--- config.mk ---
export PLATFORM = sky130hd
export DESIGN_NAME = mem_arbiter_rr
export DESIGN_NICKNAME = d
export VERILOG_FILES = /design/src/rtl/rv32i_types.sv /design/src/rtl/rr_picker.sv /design/src/rtl/mem_arbiter_rr.sv
export SDC_FILE = /design/constraint.sdc
export NUM_CORES = 1
export LEC_CHECK = 0
export CAP_MARGIN = 20
export CORE_AREA = 10 10 532 534
export DETAILED_ROUTE_END_ITERATION = 7
export DIE_AREA = 0 0 542 544
export GPL_TIMING_DRIVEN = 0
export PLACE_DENSITY_LB_ADDON = 0.1
export SETUP_SLACK_MARGIN = 0.5
export SYNTH_ARGS = -nofsm -noshare
export SYNTH_HDL_FRONTEND = slang
export SYNTH_HIERARCHICAL = 1
export SYNTH_SLANG_ARGS = --single-unit
--- constraint.sdc ---
create_clock -name clk -period 2.65 [get_ports clk]
set_input_delay 0.53 -clock clk [delete_from_list [all_inputs] [get_ports clk]]
set_output_delay 0.53 -clock clk [all_outputs]
set_load 0.01 [all_outputs]
--- src/rtl/rv32i_types.sv ---
// Shared type package for the memory-side blocks.
//   arb_mode_e  : arbitration policy for mem_arbiter_rr
//   arb_state_e : mem_arbiter_rr controller states
package rv32i_types;

   typedef enum logic {
      ARB_RR,
      ARB_FIXED
   } arb_mode_e;

   typedef enum logic {
      ARB_IDLE,
      ARB_BUSY
   } arb_state_e;

endpackage

--- src/rtl/rr_picker.sv ---
// Rotating-base priority encoder. Returns the first set bit of i_req at or
// after i_base, wrapping modulo NUM_PORTS. A base of 0 gives plain
// lowest-index-wins priority.
//   i_req   : request vector, one bit per port
//   i_base  : index searched first (must be < NUM_PORTS)
//   o_valid : at least one request present
//   o_idx   : index of the chosen request (0 when none)
module rr_picker #(
   parameter int  NUM_PORTS = 2,
   localparam int IDX_W     = $clog2(NUM_PORTS)
) (
   input  logic [NUM_PORTS-1:0] i_req,
   input  logic [IDX_W-1:0]     i_base,
   output logic                 o_valid,
   output logic [IDX_W-1:0]     o_idx
);

   // Walk from the farthest offset down to offset 0 so the nearest
   // requester to the base is the last (winning) assignment.
   always_comb begin
      o_valid = 1'b0;
      o_idx   = '0;
      for (int k = NUM_PORTS - 1; k >= 0; k--) begin
         if (i_req[(int'(i_base) + k) % NUM_PORTS]) begin
            o_valid = 1'b1;
            o_idx   = IDX_W'((int'(i_base) + k) % NUM_PORTS);
         end
      end
   end

endmodule

--- src/rtl/mem_arbiter_rr.sv ---
// N-port arbiter in front of a single physical memory port.
// The winning request (port, op, address, write line) is latched on grant, so
// the memory side sees only the latched copy until completion. On completion
// the next winner is chosen in the same cycle, giving back-to-back grants.
//
//   state    | meaning
//   ARB_IDLE | no transaction outstanding, pmem outputs held at 0
//   ARB_BUSY | latched request driven to pmem, waiting for pmem_resp
//
// Ports:
//   clk, rst                 : clock, synchronous active-high reset
//   req_read/req_write       : per-port requests, held until that port's resp
//   req_address/req_wdata    : per-port address / write line, port i at slice i
//   req_rdata, req_resp      : shared read line, one-hot completion pulse
//   pmem_*                   : physical memory port
//   busy, grant_id           : transaction outstanding, granted port (0 idle)
module mem_arbiter_rr
   import rv32i_types::*;
#(
   parameter int        NUM_PORTS = 2,
   parameter int        LINE_W    = 256,
   parameter int        ADDR_W    = 32,
   parameter arb_mode_e ARB_MODE  = ARB_RR,
   localparam int       IDX_W     = $clog2(NUM_PORTS)
) (
   input  logic                        clk,
   input  logic                        rst,
   input  logic [NUM_PORTS-1:0]        req_read,
   input  logic [NUM_PORTS-1:0]        req_write,
   input  logic [NUM_PORTS*ADDR_W-1:0] req_address,
   input  logic [NUM_PORTS*LINE_W-1:0] req_wdata,
   output logic [LINE_W-1:0]           req_rdata,
   output logic [NUM_PORTS-1:0]        req_resp,
   output logic                        pmem_read,
   output logic                        pmem_write,
   output logic [ADDR_W-1:0]           pmem_address,
   output logic [LINE_W-1:0]           pmem_wdata,
   input  logic [LINE_W-1:0]           pmem_rdata,
   input  logic                        pmem_resp,
   output logic                        busy,
   output logic [IDX_W-1:0]            grant_id
);

   arb_state_e           r_state, w_state_nxt;
   logic [IDX_W-1:0]     r_rr_ptr;
   logic [IDX_W-1:0]     r_grant;
   logic                 r_op_write;
   logic [ADDR_W-1:0]    r_addr;
   logic [LINE_W-1:0]    r_wdata;

   logic [NUM_PORTS-1:0] w_req;
   logic [NUM_PORTS-1:0] w_grant_oh;
   logic [NUM_PORTS-1:0] w_cand;
   logic [IDX_W-1:0]     w_base;
   logic [IDX_W-1:0]     w_pick_idx;
   logic [IDX_W-1:0]     w_rr_nxt;
   logic                 w_pick_valid;
   logic                 w_load;

   assign w_req      = req_read | req_write;
   assign w_grant_oh = NUM_PORTS'(1) << r_grant;

   // The port being completed still holds its request during its resp cycle;
   // mask it so it cannot win again off a request it is about to drop.
   assign w_cand = (r_state == ARB_BUSY) ? (w_req & ~w_grant_oh) : w_req;
   assign w_base = (ARB_MODE == ARB_FIXED) ? '0 : r_rr_ptr;

   rr_picker #(
      .NUM_PORTS (NUM_PORTS)
   ) u_picker (
      .i_req   (w_cand),
      .i_base  (w_base),
      .o_valid (w_pick_valid),
      .o_idx   (w_pick_idx)
   );

   assign w_rr_nxt = (w_pick_idx == IDX_W'(NUM_PORTS - 1)) ? '0 : w_pick_idx + 1'b1;

   always_ff @(posedge clk) begin
      if (rst) begin
         r_state    <= ARB_IDLE;
         r_rr_ptr   <= '0;
         r_grant    <= '0;
         r_op_write <= 1'b0;
         r_addr     <= '0;
         r_wdata    <= '0;
      end else begin
         r_state <= w_state_nxt;
         if (w_load) begin
            r_grant    <= w_pick_idx;
            // A simultaneous read+write is issued as a write.
            r_op_write <= req_write[w_pick_idx];
            r_addr     <= req_address[int'(w_pick_idx) * ADDR_W +: ADDR_W];
            r_wdata    <= req_wdata[int'(w_pick_idx) * LINE_W +: LINE_W];
            if (ARB_MODE == ARB_RR) begin
               r_rr_ptr <= w_rr_nxt;
            end
         end
      end
   end

   always_comb begin
      w_state_nxt  = r_state;
      w_load       = 1'b0;
      req_resp     = '0;
      req_rdata    = '0;
      pmem_read    = 1'b0;
      pmem_write   = 1'b0;
      pmem_address = '0;
      pmem_wdata   = '0;
      busy         = 1'b0;
      grant_id     = '0;
      case (r_state)
         ARB_IDLE: begin
            if (w_pick_valid) begin
               w_load      = 1'b1;
               w_state_nxt = ARB_BUSY;
            end
         end
         ARB_BUSY: begin
            busy         = 1'b1;
            grant_id     = r_grant;
            pmem_read    = ~r_op_write;
            pmem_write   = r_op_write;
            pmem_address = r_addr;
            pmem_wdata   = r_wdata;
            if (pmem_resp) begin
               req_resp  = w_grant_oh;
               req_rdata = pmem_rdata;
               if (w_pick_valid) begin
                  w_load = 1'b1;
               end else begin
                  w_state_nxt = ARB_IDLE;
               end
            end
         end
         default: w_state_nxt = ARB_IDLE;
      endcase
   end

   always_ff @(posedge clk) begin
      if (!rst) begin
         for (int i = 0; i < NUM_PORTS; i++) begin
            assert (!(req_read[i] && req_write[i]))
               else $warning("port %0d requests read and write together; write issued, read dropped", i);
         end
         assert ($onehot0(req_resp))
            else $error("req_resp multi-hot: %b", req_resp);
      end
   end

endmodule

==> impl_metrics.json, run 1 <==
{
  "status": "finished with violations",
  "violations": "setup timing",
  "final-setup-viol-count": 425,
  "rsz0062_at_grt": "true",
  "drv_cap": 0,
  "required_ns": 2.12,
  "htree_num_levels": 2,
  "dp_hpwl_um": 199000,
  "synth.distinct_cells": 21,
  "vias": 19800,
  "yosys.area.top_type": "dfxtp_1",
  "grt_usage_pct": 14.4,
  "nets": 3931,
  "ant_nets": 0,
  "placed_cells": 6604,
  "mostFrequentLayoutCells": "clkdlybuf4s50_1 (906), dfxtp_1 (291), o2bb2ai_1 (289), and2_1 (284), and3_1 (231)",
  "final_cells": 6775,
  "antenna_found_initial": 168,
  "fill_cells": 31000,
  "hold_buffers": 0,
  "clk_latency_ns": 0.66,
  "timing.setup.tns_ns": -32.64,
  "finalPower_uw": 18500,
  "worst_pin_slew_ns": 0.757,
  "grt_pass1_vias": 21200,
  "cts_tree": "yes",
  "cp-end-kind": "output pin",
  "drv_slew": 0,
  "final_common_cell": "clkdlybuf4s50_1",
  "port_buffers": 1388,
  "synth.top_cell.area_share_pct": 37.5,
  "root_buffer": "clkbuf_16",
  "cp.arrival_ns": 2.32,
  "hold_viol": 0,
  "wl_per_cell_um": 33.1,
  "clock_skew_ns": 0.0271,
  "period_share_pct": 107,
  "dieArea_mm2": 0.295,
  "slew_headroom_pct": 49.5,
  "dr.pass1.iters": 4,
  "die_h_um": 544,
  "syn_inst": 1626,
  "gp_congestion": 0.882,
  "timing.final.ws_setup_ns": -0.197,
  "area_growth_pct": 140,
  "syn-cell-area_mm2": 0.0156,
  "syn_nets": 2465,
  "boundaryPins": 1389,
  "grt_start_max_net_pins": 13,
  "fp-row-count": 192,
  "clock-sinks": 292,
  "clkTransAtPathRegs_ns": 0.05,
  "min-delay-path-class": "input pin to flop",
  "fin_crit_ns": 2.85,
  "coreArea_mm2": 0.272,
  "grt_pass1_wl_um": 273000,
  "vias_per_cell": 2.93,
  "die_x_um": 542,
  "leakagePower_uw": 0.0166,
  "ys_seq_elements": 292,
  "syn_avg_cell_area_um2": 9.60,
  "initial_utilization_pct": 5.73,
  "power_density_mw_per_mm2": 493,
  "numCtsBuffers": 47,
  "clockBufferDepth": 3,
  "drt_wl_total_um": 224000,
  "drcViolationCount": 0,
  "worstSetupStartpointType": "flop",
  "yosys-top-cells-area": "dfxtp_1 (37%), mux2i_1 (19%), o2bb2ai_1 (16%), and2_1 (12%), and3_1 (10%)",
  "cp_max_fo": 10,
  "drive_gt1_share_pct": 16.5,
  "path_class": "flop to output pin",
  "yosysWarningCount": 6,
  "synth_seq_area_share_pct": 37.5,
  "dp_slack_ns": -3.08,
  "peakVddDrop_mv": 0.432,
  "max_freq_mhz": 351,
  "grt-ovfl-total": 0,
  "drtIter0Drc": 902
}
area by class of cell:
cell class | count | area (µm²) | area share [%]
Antenna cell | 59 | 148 | 0.394
Buffer | 186 | 1740 | 4.64
Clock buffer | 71 | 1410 | 3.76
Clock inverter | 13 | 140 | 0.374
Inverter | 3 | 11.3 | 0.0300
Multi-Input combinational cell | 1145 | 9700 | 25.9
Sequential cell | 292 | 5850 | 15.6
Tap cell | 3589 | 4490 | 12.0
Timing Repair Buffer | 1417 | 14000 | 37.3
per-layer routing:
metal	GRT usage [%]	vias up	share of wire, %
li1	-	9004	-
met1	16.2	9297	39
met2	23.8	1159	45
met3	9.27	279	14
met4	1.36	102	1.2
met5	0	-	0.30
flip-flops by register name, summed over array words and instances, names as in the netlist:
name,cells
r_wdata,256
r_addr,32
r_grant,1
r_op_write,1
r_rr_ptr,1
r_state,1
stage by stage:
| step | instance area (µm²) | utilization [%] | hold WS [ns] |
|---|---|---|---|
| finish | 37500 | 13.8 | 0.428 |
| global route | 37300 | 13.7 | 0.419 |
| CTS | 37000 | 13.6 | 0.373 |
| detailed placement | 34000 | 12.5 | 0.439 |
| global placement | 34000 | 12.5 | 0.436 |
| floorplan | 15600 | - | 0.424 |
power by group:
part	switching [µW]	total [µW]	internal, µW
registers	301	5240	4940
logic	3390	6700	3310
clock network	2700	6540	3840
what timing repair did:
item / in CTS / in global routing
setup buffers: 9 / 13
setup endpoints to repair: 842 / 841
pin swaps: 1 / 0
gates resized for setup: 830 / 503
cloned: 3 / 3
endpoints found under the hold margin: 0 / 0
critical path, cell delays in order, from the launching register on:
cell,delay (ns)
dfxtp_4,0.38
buf_12,0.17
clkbuf_8,0.20
buf_4,0.18
and2_1,0.14
clkdlybuf4s50_1,0.59
cell families after synthesis:
logic type / share of synthesized area [%]
compound gates: 16.5
simple gates: 22.3
buf+inv: 5.20
flops: 37.5
mux: 18.5
final timing paths:
path / start / to / slack (ns) / depth (start not counted)
setup / recovery: r_state / pmem_wdata[88] / -0.20 / 5
hold / removal: pmem_resp / r_state / 0.43 / 3
setup reg to reg: r_state / r_wdata[49] / -0.18 / 10
hold reg to reg: r_wdata[191] / r_wdata[191] / 0.45 / 1
cells in the mapped netlist:
cell type  number
buf_6           3
buf_2          58
o2bb2ai_1     289
dfxtp_1       292
nand2_1         1
buf_1           6
and2_1        290
or2_1           1
o21ai_0         2
nor2_1          5
or3_1           2
buf_4           2
nor2b_1         2
nand3_1         1
inv_1           3
and3_1        256
nand2b_1        1
a21boi_1        1
clkbuf_1      117
a21oi_1         5
mux2i_1       289
Power figures use the tool's default switching activity.
==> run 2: changes to the inputs <==
CORE_AREA = 10 10 535 537   (was 10 10 532 534)
DIE_AREA = 0 0 545 547   (was 0 0 542 544)
DONT_BUFFER_PORTS = 1   (was unset)
SKIP_LAST_GASP = 1   (was unset)
==> impl_metrics.json, run 2 (synthesis results as in run 1) <==
{
  "fp-row-count": 193,
  "cp-end-kind": "flop",
  "htree_num_levels": 2,
  "status": "finished with violations",
  "area_growth_pct": 108,
  "clk_latency_ns": 0.67,
  "numCtsBuffers": 51,
  "initial_utilization_pct": 5.66,
  "grt-ovfl-total": 0,
  "die_x_um": 545,
  "clock-sinks": 292,
  "clock_skew_ns": 0.0374,
  "drcViolationCount": 0,
  "mostFrequentLayoutCells": "dfxtp_1 (291), dlygate4sd3_1 (290), o2bb2ai_1 (193), mux2i_1 (171), and3_4 (146)",
  "drv_cap": 0,
  "cp_max_fo": 8,
  "clockBufferDepth": 3,
  "vias": 16900,
  "peakVddDrop_mv": 0.470,
  "required_ns": 3.23,
  "min-delay-path-class": "input pin to flop",
  "leakagePower_uw": 0.0115,
  "grt_start_max_net_pins": 14,
  "final_common_cell": "dfxtp_1",
  "cp.arrival_ns": 3.39,
  "grt_pass1_vias": 17400,
  "antenna_found_initial": 183,
  "grt_pass1_wl_um": 264000,
  "slew_headroom_pct": 40.7,
  "boundaryPins": 1389,
  "gp_congestion": 0.928,
  "use_met2_pct": 23.2,
  "drtIter0Drc": 832,
  "fill_cells": 31300,
  "period_share_pct": 106,
  "fin_crit_ns": 2.81,
  "dr.pass1.iters": 4,
  "worstSetupStartpointType": "flop",
  "top_register": "r_wdata",
  "dp_hpwl_um": 194000,
  "port_buffers": 0,
  "path_class": "flop to flop",
  "gr-usage-met1_pct": 15.9,
  "final-setup-viol-count": 364,
  "grt_usage_pct": 14.1,
  "power_density_mw_per_mm2": 598,
  "coreArea_mm2": 0.276,
  "clkTransAtPathRegs_ns": 0.06,
  "postLayoutCellArea_mm2": 0.0325,
  "dieArea_mm2": 0.298,
  "r2r_start": "r_state",
  "gr-max-usage-layer": "met2",
  "hold_ws_ns": 0.0573,
  "root_buffer": "clkbuf_16",
  "max_freq_mhz": 356,
  "timing.final.ws_setup_ns": -0.155,
  "hp-start": "req_wdata[29]",
  "globalRouteMet3Util_pct": 8.81,
  "die_h_um": 547,
  "violations": "antenna rules, setup timing",
  "hold_viol": 0,
  "nets": 2946,
  "timing.setup.tns_ns": -17.80,
  "largest_reg_flops": 256,
  "drt_wl_total_um": 227000,
  "drive_gt1_share_pct": 44.5,
  "worst_pin_slew_ns": 0.889,
  "startpoint": "r_state",
  "drv_slew": 0,
  "rsz0062_at_grt": "true",
  "place_area_mm2": 0.0203,
  "top_regs": "r_wdata (256), r_addr (32)",
  "wl_per_cell_um": 37.9,
  "vias_per_cell": 2.83,
  "cts_tree": "yes",
  "ant_nets": 1
}
-- run 2: cell types whose count changed in the layout (fill, tap and decap cells not counted), moves of 125 or more --
cell	change
dlygate4sd2_1	-228
and2_4	+138
and3_1	-157
dlygate4sd3_1	+290
clkdlybuf4s50_1	-906
and3_4	+125
and2_1	-172
-- run 2: power by group --
part | internal (µW) | switching (µW)
registers | 4940 | 391
logic | 3280 | 3690
clock network | 4280 | 2850
total | 12500 | 6930
-- run 2: final timing paths --
| check | cells after the start | to | slack (ns) |
|---|---|---|---|
| worst min-delay path | 2 | r_wdata[29] | 0.06 |
| worst min register to register | 1 | r_wdata[245] | 0.45 |
| worst max register to register | 13 | r_wdata[44] | -0.16 |
| worst max-delay path | 13 | r_wdata[44] | -0.16 |
-- run 2: layout make-up --
type / count / area (µm²) / area share, %
Clock buffer: 76 / 1500 / 4.63
Buffer: 186 / 2500 / 7.69
Timing Repair Buffer: 428 / 5380 / 16.5
Clock inverter: 13 / 199 / 0.612
Sequential cell: 292 / 5850 / 18.0
Tap cell: 3705 / 4640 / 14.3
Multi-Input combinational cell: 1145 / 12100 / 37.2
Antenna cell: 134 / 335 / 1.03
Inverter: 3 / 13.8 / 0.0424
-- run 2: per-stage QoR --
step / total power, µW / std cells / utilization, % / worst slack (ns)
global route: 20400 / 5869 / 11.7 / -0.216
floorplan: 7420 / 1626 / - / 0.508
detailed placement: 9490 / 5333 / 7.37 / -3.39
finish: 19400 / 5982 / 11.8 / -0.155
global placement: 9500 / 5331 / 7.36 / -3.36
CTS: 19100 / 5783 / 10.5 / -0.269
-- run 2: routing by layer --
layer | share of wire (%) | wire length, µm
met2 | 45 | 103000
met1 | 38 | 85800
met5 | 0.23 | 523
met3 | 15 | 33500
met4 | 1.8 | 4100
-- run 2: timing repair --
item	CTS	global route
pin swaps	34	73
cloned	25	35
hold buffers	290	0
buffers inserted	46	30
gates resized for setup	814	732
endpoints found under the setup margin	841	840
endpoints found under the hold margin	157	0
-- run 2: worst max-delay path: stages (launching register included) --
cell and delay [ns]:
dfxtp_4 0.42, buf_12 0.19, clkbuf_16 0.20, clkbuf_16 0.16, a21oi_4 0.18, or2_4 0.18
inv_4 0.04, or3_4 0.38, buf_16 0.18, buf_4 0.17, buf_8 0.12, buf_8 0.13
clkbuf_16 0.16, o2bb2ai_2 0.12
==> run 3: changes to the inputs <==
TNS_END_PERCENT = 30   (was unset)
==> impl_metrics.json, run 3 (synthesis results as in run 1) <==
{
  "mostFrequentLayoutCells": "dfxtp_1 (291), dlygate4sd3_1 (290), o2bb2ai_1 (199), mux2i_1 (175), and2_1 (152)",
  "period_share_pct": 106,
  "cp-end-kind": "flop",
  "hold_ws_ns": 0.0584,
  "clkTransAtPathRegs_ns": 0.06,
  "power_density_mw_per_mm2": 604,
  "timing.setup.tns_ns": -15.85,
  "clock-sinks": 292,
  "ant_nets": 0,
  "gp_congestion": 0.928,
  "worstHoldEndpoint": "r_wdata[29]",
  "drv_slew": 0,
  "final-setup-viol-count": 341,
  "place_area_mm2": 0.0203,
  "drv_cap": 0,
  "dieArea_mm2": 0.298,
  "cp.arrival_ns": 3.38,
  "max_freq_mhz": 357,
  "top_register": "r_wdata",
  "cp_max_fo": 8,
  "grt_start_max_net_pins": 14,
  "die_h_um": 547,
  "grt_pass1_wl_um": 264000,
  "drtIter0Drc": 770,
  "drt_wl_total_um": 226000,
  "largest_reg_flops": 256,
  "r2r_end": "r_wdata[44]",
  "fin_crit_ns": 2.80,
  "fp-row-count": 193,
  "r2r_cells": 13,
  "hp-start": "req_wdata[29]",
  "final_cells": 5935,
  "slew_headroom_pct": 41.1,
  "worst_pin_slew_ns": 0.884,
  "path_class": "flop to flop",
  "clockBufferDepth": 3,
  "peakVddDrop_mv": 0.470,
  "grt-ovfl-total": 0,
  "boundaryPins": 1389,
  "dp_hpwl_um": 194000,
  "port_buffers": 0,
  "clk_latency_ns": 0.67,
  "wl_per_cell_um": 38.1,
  "initial_utilization_pct": 5.66,
  "cts_tree": "yes",
  "timing.final.ws_setup_ns": -0.148,
  "die_x_um": 545,
  "drive_gt1_share_pct": 41.7,
  "worstSetupStartpointType": "flop",
  "nets": 2934,
  "required_ns": 3.23,
  "root_buffer": "clkbuf_16",
  "placed_cells": 5333,
  "violations": "setup timing",
  "area_growth_pct": 104,
  "leakagePower_uw": 0.0113,
  "hold_viol": 0,
  "vias_per_cell": 2.84,
  "coreArea_mm2": 0.276,
  "dr.pass1.iters": 4,
  "htree_num_levels": 2,
  "grt_pass1_vias": 17400,
  "top_regs": "r_wdata (256), r_addr (32)",
  "finalPower_uw": 19300,
  "postLayoutCellArea_mm2": 0.0319,
  "vias": 16900,
  "antenna_found_initial": 186,
  "numCtsBuffers": 51,
  "min-delay-path-class": "input pin to flop",
  "final_common_cell": "dfxtp_1",
  "drcViolationCount": 0,
  "rrSetupSlack_ns": -0.15,
  "r2r_start": "r_state",
  "grt_usage_pct": 14.1,
  "min_path_cells": 2,
  "fill_cells": 31300,
  "status": "finished with violations",
  "rsz0062_at_grt": "true",
  "clock_skew_ns": 0.0378
}
[run 3: cell types whose count changed in the layout (fill, tap and decap cells not counted), sizes merged]
cell | before | now
buf | 218 | 204
clkbuf | 180 | 182
diode | 134 | 99
[run 3: final cells by class]
| cell class | instances | area, µm² | area share (%) |
|---|---|---|---|
| multi-input cells | 1145 | 11900 | 37.2 |
| flip-flops and latches | 292 | 5850 | 18.3 |
| inverters | 3 | 13.8 | 0.0432 |
| repair buffers | 416 | 5150 | 16.2 |
| plain buffers | 186 | 2440 | 7.64 |
| well taps | 3705 | 4640 | 14.5 |
| clock inverters | 13 | 199 | 0.624 |
| diodes | 99 | 248 | 0.777 |
| clock buffers | 76 | 1500 | 4.71 |
[run 3: per-layer routing]
metal | global-route usage (%) | up-vias | share of wire [%]
li1 | - | 7069 | -
met3 | 8.81 | 318 | 14
met4 | 1.70 | 66 | 1.8
met2 | 23.2 | 1282 | 45
met5 | 0 | - | 0.19
met1 | 15.9 | 8138 | 39
[run 3: repair_timing]
| item | 4_1_cts | 5_1_grt |
|---|---|---|
| setup endpoints to repair | 841 | 840 |
| pin swaps | 34 | 63 |
| gates cloned | 25 | 28 |
| setup buffers | 46 | 25 |
| gates resized for setup | 814 | 598 |
| endpoints found under the hold margin | 157 | 0 |
| hold buffers | 290 | 0 |
[run 3: how the worst max path moves through the flow]
stage | depth (start not counted) | from | to
2_1_floorplan | 11 | r_state | r_wdata[246]
3_3_place_gp | 10 | r_state | r_wdata[11]
3_5_place_dp | 10 | r_state | r_wdata[11]
4_1_cts | 5 | r_state | pmem_wdata[223]
5_1_grt | 12 | r_state | r_wdata[75]
6_report | 13 | r_state | r_wdata[44]
[run 3: power breakdown]
group	internal, µW	switching [µW]	total, µW	leakage (µW)
Clock	4280	2850	7130	0.000822
Sequential	4940	383	5330	0.00242
Combinational	3150	3660	6810	0.00802
[run 3: per-stage QoR]
step                setup slack [ns]  util (%)
finish                        -0.148      11.6
global route                  -0.218      11.5
CTS                           -0.269      10.5
detailed placement             -3.39      7.37
global placement               -3.36      7.36
floorplan                      0.508         -
[run 3: critical path: stages (launching register included)]
cell,delay [ns]
dfxtp_4,0.42
buf_12,0.19
clkbuf_16,0.20
clkbuf_16,0.16
a21oi_4,0.17
or2_4,0.18
inv_4,0.04
or3_4,0.39
buf_16,0.18
buf_4,0.17
buf_8,0.12
buf_8,0.13
clkbuf_16,0.16
o2bb2ai_2,0.12
